<file path="src/rtl/seq_consumer.sv">
// Downstream consumer stage: pops the upstream FIFO one word at a time, checks
// each captured word against an incrementing expected sequence, and reports
// per-item valid pulses, an item count, a saturating error count, a sticky
// error flag and a done flag once NUM_ITEMS words have been consumed.
module seq_consumer #(
  parameter int unsigned DATA_W    = 4,
  parameter int unsigned NUM_ITEMS = 10,
  parameter int unsigned GAP       = 1,
  parameter int unsigned START_VAL = 1
) (
  input  logic              seq_consumer_iclk,
  input  logic              seq_consumer_irst,
  input  logic              seq_consumer_en,
  input  logic              fifo_empty,
  input  logic [DATA_W-1:0] fifo_data,
  output logic              consumer_req,
  output logic [DATA_W-1:0] consumer_data,
  output logic              consumer_valid,
  output logic [7:0]        item_count,
  output logic [7:0]        err_count,
  output logic              err_flag,
  output logic              done
);

  typedef enum logic [2:0] {
    StIdle,
    StReq,
    StCapture,
    StGap,
    StDone
  } state_e;

  // The gap counter holds GAP-1 down to 0, so GAP cycles are spent in StGap.
  localparam int unsigned GapW      = (GAP < 2) ? 1 : $clog2(GAP);
  localparam bit          HasGap    = (GAP > 0);
  localparam logic [GapW-1:0]   GapLoad   = HasGap ? GapW'(GAP - 1) : '0;
  localparam logic [7:0]        NumItems  = 8'(NUM_ITEMS);
  localparam logic [DATA_W-1:0] StartVal  = DATA_W'(START_VAL);
  localparam logic [7:0]        ErrMax    = 8'hFF;

  state_e            state_q, state_d;
  logic [DATA_W-1:0] data_q, data_d;
  logic              valid_q, valid_d;
  logic [7:0]        item_q, item_d;
  logic [7:0]        err_cnt_q, err_cnt_d;
  logic              err_flag_q, err_flag_d;
  logic              done_q, done_d;
  logic [DATA_W-1:0] exp_q, exp_d;
  logic [GapW-1:0]   gap_q, gap_d;

  logic              match;
  logic [7:0]        item_inc;

  // Next-state logic: pacing FSM plus capture/sequence-check bookkeeping.
  always_comb begin
    state_d    = state_q;
    data_d     = data_q;
    valid_d    = 1'b0;
    item_d     = item_q;
    err_cnt_d  = err_cnt_q;
    err_flag_d = err_flag_q;
    done_d     = done_q;
    exp_d      = exp_q;
    gap_d      = gap_q;
    match      = (fifo_data == exp_q);
    item_inc   = item_q + 8'd1;

    unique case (state_q)
      StIdle: begin
        if (seq_consumer_en && !fifo_empty) begin
          state_d = StReq;
        end
      end

      // Pop strobe is issued for exactly this cycle; data arrives next cycle.
      StReq: begin
        state_d = StCapture;
      end

      StCapture: begin
        data_d  = fifo_data;
        valid_d = 1'b1;
        item_d  = item_inc;
        // Match or not, the next expected word follows the one just seen, so a
        // dropped or repeated word costs exactly one error.
        exp_d   = fifo_data + DATA_W'(1);
        if (!match) begin
          err_flag_d = 1'b1;
          if (err_cnt_q != ErrMax) begin
            err_cnt_d = err_cnt_q + 8'd1;
          end
        end
        if (item_inc == NumItems) begin
          state_d = StDone;
          done_d  = 1'b1;
        end else if (HasGap) begin
          state_d = StGap;
          gap_d   = GapLoad;
        end else begin
          state_d = StIdle;
        end
      end

      StGap: begin
        if (gap_q == '0) begin
          if (item_q == NumItems) begin
            state_d = StDone;
            done_d  = 1'b1;
          end else begin
            state_d = StIdle;
          end
        end else begin
          gap_d = gap_q - GapW'(1);
        end
      end

      StDone: begin
        done_d = 1'b1;
      end

      default: begin
        state_d = StIdle;
      end
    endcase
  end

  // State and output registers; synchronous reset abandons any in-flight pop.
  always_ff @(posedge seq_consumer_iclk) begin
    if (seq_consumer_irst) begin
      state_q    <= StIdle;
      data_q     <= '0;
      valid_q    <= 1'b0;
      item_q     <= '0;
      err_cnt_q  <= '0;
      err_flag_q <= 1'b0;
      done_q     <= 1'b0;
      exp_q      <= StartVal;
      gap_q      <= '0;
    end else begin
      state_q    <= state_d;
      data_q     <= data_d;
      valid_q    <= valid_d;
      item_q     <= item_d;
      err_cnt_q  <= err_cnt_d;
      err_flag_q <= err_flag_d;
      done_q     <= done_d;
      exp_q      <= exp_d;
      gap_q      <= gap_d;
    end
  end

  // Output decode: the pop strobe is a Moore output of StReq.
  always_comb begin
    consumer_req   = (state_q == StReq);
    consumer_data  = data_q;
    consumer_valid = valid_q;
    item_count     = item_q;
    err_count      = err_cnt_q;
    err_flag       = err_flag_q;
    done           = done_q;
  end

  // A valid pulse always lands in the cycle after StCapture, never in StReq.
  a_req_valid_excl: assert property (
    @(posedge seq_consumer_iclk) disable iff (seq_consumer_irst)
      !(consumer_req && consumer_valid));

  a_item_bound: assert property (
    @(posedge seq_consumer_iclk) disable iff (seq_consumer_irst)
      item_count <= NumItems);

endmodule

</file>
<file path="config.mk">
export PLATFORM = sky130hd
export DESIGN_NAME = seq_consumer
export DESIGN_NICKNAME = d
export VERILOG_FILES = /design/src/rtl/seq_consumer.sv
export SDC_FILE = /design/constraint.sdc
export NUM_CORES = 1
export LEC_CHECK = 0
export CORE_MARGIN = 4
export CORE_UTILIZATION = 38
export CTS_CLUSTER_DIAMETER = 120
export DETAILED_ROUTE_END_ITERATION = 10
export PLACE_DENSITY = 0.73
export SLEW_MARGIN = 15
export SYNTH_ARGS = -nofsm -noshare
export SYNTH_HDL_FRONTEND = slang
export SYNTH_SLANG_ARGS = --single-unit
</file>
<file path="constraint.sdc">
create_clock -name seq_consumer_iclk -period 2.8 [get_ports seq_consumer_iclk]
set_input_delay 0.56 -clock seq_consumer_iclk [delete_from_list [all_inputs] [get_ports seq_consumer_iclk]]
set_output_delay 0.56 -clock seq_consumer_iclk [all_outputs]
set_load 0.005 [all_outputs]
</file>
==> out/qor.tcl <==
set qor(status) {finished, final reports clean}
set qor(nFillCells) 372
set qor(path_cells) {clkdlybuf4s50_1 -> xor2_1 -> o41ai_2 -> buf_4 -> or4_1 -> a21oi_1}
set qor(clock.fmax_mhz) 483
set qor(synth_area_um2) 1490
set qor(unrepaired_setup_endpoints_after_global_routing) {false}
set qor(drc_errors) 0
set qor(ys_types) 42
set qor(first_global_vias) 1231
set qor(synthesis.nets) 182
set qor(ios) 32
set qor(fin_area_um2) 1950
set qor(antenna_found_initial) 0
set qor(placedInstanceArea_um2) 1840
set qor(final_cell_mix) {clkdlybuf4s50_1 (31), dfxtp_1 (30), nand2_1 (18)}
set qor(io_buffer_count) 31
set qor(detailed_route_wire_length_um) 3150
set qor(p_comb_frac) 0.121
set qor(cpPeakStageDelay_ns) 0.57
set qor(met3RoutedLength_um) 140
set qor(timing.final.crit_period_ns) 2.07
set qor(worstSetupEndpointType) {flip-flop}
set qor(synth-edff-count) 0
set qor(wl_met2_um) 1380
set qor(grt_first_pass_wirelength_um) 5380
set qor(clk_pin_slew_worst_paths_ns) 0.06
set qor(worst_hold_path_type) {flip-flop to flip-flop}
set qor(fin_worst_skew_ns) 0.00424
set qor(grt.overflow.total) 0
set qor(gp_congestion) 0.735
set qor(placement_rows) 22
set qor(horiz_die_dim_um) 70.7
set qor(post-dp-hpwl_um) 2230
set qor(total_switching_power_mw) 0.233
set qor(post_synth.cell_area_avg_um2) 8.83
set qor(static-leakage-power_nw) 0.660
set qor(finalSetupTns_ns) 0
set qor(postSynthCellCount) 169
set qor(ys_dominant_reg_cell) {dfxtp_1}
set qor(clk_network_pwr_share) 0.406
set qor(clk_latency_ns) 0.27
set qor(number_of_sinks_handled_by_clock_tree_synthesis) 30
set qor(floorplan.die.height_um) 70.7
set qor(seq_area_frac_synth) 0.403
set qor(count_of_pins_over_their_slew_limit) 0
set qor(ant_nets) 0
set qor(post_drt_via_cell_ratio) 5.36
set qor(proportion_of_layout_cells_with_a_drive_suffix_above_1) 0.0735
set qor(worst-setup-path-type) {primary input to flip-flop}
set qor(drt_first_pass_iters) 4
set qor(cts_tree) {built}
set qor(setup_viol) 0
set qor(routedWlPerCell_um) 12.5
set qor(critical_path_required_ns) 3.00
set qor(detail_route.wirelength.met1_um) 1570
set qor(nets) 216
set qor(initial_core_util) 0.401
set qor(post-route-period-util) 0.739
set qor(vdd_ir_drop_max_uv) 299
set qor(power_dens_cells_nw_per_um2) 505
set qor(cp_slowest_cell) {clkdlybuf4s50_1}
set qor(switching_share) 0.236
set qor(clock_tree_buffer_depth) 2
set qor(critical_path_arrival_ns) 2.27
set qor(max_cap_viol_count) 0
set qor(highest-signal-layer) {met4}
set qor(ctsHtreeMaxLevel) 2
set qor(final_report_hold_violation_count) 0
set qor(ys_seq_elements) 30
set qor(total_power_mw) 0.987
set qor(final_antenna_diode_count) 0
set qor(floorplan.die_area_um2) 4990
set qor(critical_path.max_fanout) 13
set qor(maximum_number_of_pins_on_one_net_before_global_route_repair) 18
set qor(layout_commonest_cell) {clkdlybuf4s50_1}
set qor(yosysWarningCount) 0
set qor(cts-root-buf) {clkbuf_8}
set qor(post_cts_setup_bufs) 0
set qor(start_kind) {primary input}
set qor(layout-area-overhead-vs-synth_pct) 31.0
set qor(seq_power_share) 0.473
set qor(slew-limit-headroom) 0.653
set qor(tritoncts.num_buffers) 5
set qor(cts_hold_repair.buffers) 0
set qor(worst-slew-pin-transition_ns) 0.519
set qor(drt-initial-drc-count) 53
set qor(vias) 1351
set qor(cts_resized) 0
set qor(internal_power_mw) 0.754
set qor(grtUsageTotal) 0.132
set qor(async_reset_ff_frac) 0
set qor(core_area_um2) 3720
[cell type report]
| class | instances | area [um2] | area share |
|---|---|---|---|
| tap | 48 | 60.1 | 0.0307 |
| clock buffer | 8 | 110 | 0.0564 |
| timing repair buffer | 34 | 333 | 0.170 |
| inverter | 4 | 15.0 | 0.00769 |
| sequential | 30 | 601 | 0.307 |
| multi-input combinational | 128 | 835 | 0.427 |
[sequential cells by signal, indices dropped and copies added (netlist names)]
signal / cells
done: 1
consumer_data: 4
state_q: 3
exp_q: 4
consumer_valid: 1
err_count: 8
item_count: 8
err_flag: 1
[logic make-up after synthesis]
| family | Yosys count | share of synthesized area |
|---|---|---|
| compound gates | 40 | 0.180 |
| mux | 1 | 0.00755 |
| fa+ha+maj | 5 | 0.0419 |
| buf+inv | 11 | 0.0377 |
| simple gates | 72 | 0.272 |
| flops | 30 | 0.403 |
| xor+xnor | 10 | 0.0587 |
[power by group through the flow]
stage                     Sequential (mW)  Clock, mW  Combinational [mW]
after global placement              0.476          0               0.119
final                               0.467      0.401               0.119
after detailed placement            0.477          0               0.121
after floorplan                     0.473          0              0.0705
after CTS                           0.467      0.412               0.121
after global routing                0.470      0.435               0.135
[worst paths after layout]
| check | startpoint | depth (start not counted) | slack (ns) | end |
|---|---|---|---|---|
| max reg2reg | item_count[0] | 5 | 0.93 | done |
| max | fifo_data[2] | 6 | 0.73 | err_count[4] |
| min | consumer_data[2] | 2 | 0.45 | consumer_data[2] |
| min reg2reg | consumer_data[2] | 2 | 0.45 | consumer_data[2] |
[Yosys cell counts (5+ instances only)]
library cell  number  area share
dfxtp_1           30        0.40
nand2_1           18       0.045
a21oi_1           14       0.047
nor2_1            13       0.033
nand3_1            8       0.027
xor2_1             7       0.041
clkbuf_1           5       0.013
ha_1               5       0.042
nor3_1             5       0.017
o21ai_0            5       0.017
[routing by layer]
metal,GRT usage,up-vias
li1,-,690
met1,0.170,631
met2,0.205,24
met3,0.0341,6
met4,0.0689,0
met5,0,-
[stage by stage]
stage | cells | util | setup slack (ns) | hold WS, ns
3_5_place_dp | 244 | 0.496 | 0.442 | 0.451
5_1_grt | 252 | 0.526 | 0.598 | 0.492
3_3_place_gp | 244 | 0.496 | 0.489 | 0.450
4_1_cts | 252 | 0.526 | 0.725 | 0.460
2_1_floorplan | 169 | - | 1.03 | 0.448
6_report | 252 | 0.526 | 0.730 | 0.454
[worst max-delay path: cells and delay by family]
kind,cells,cell delay [ns]
AOI/OAI and AO/OA,2,0.26
xor gates and xnor gates,1,0.23
and+or+nand+nor,1,0.46
buffers and inverters,2,0.75
Note: power is estimated with default switching activity, not from simulation.
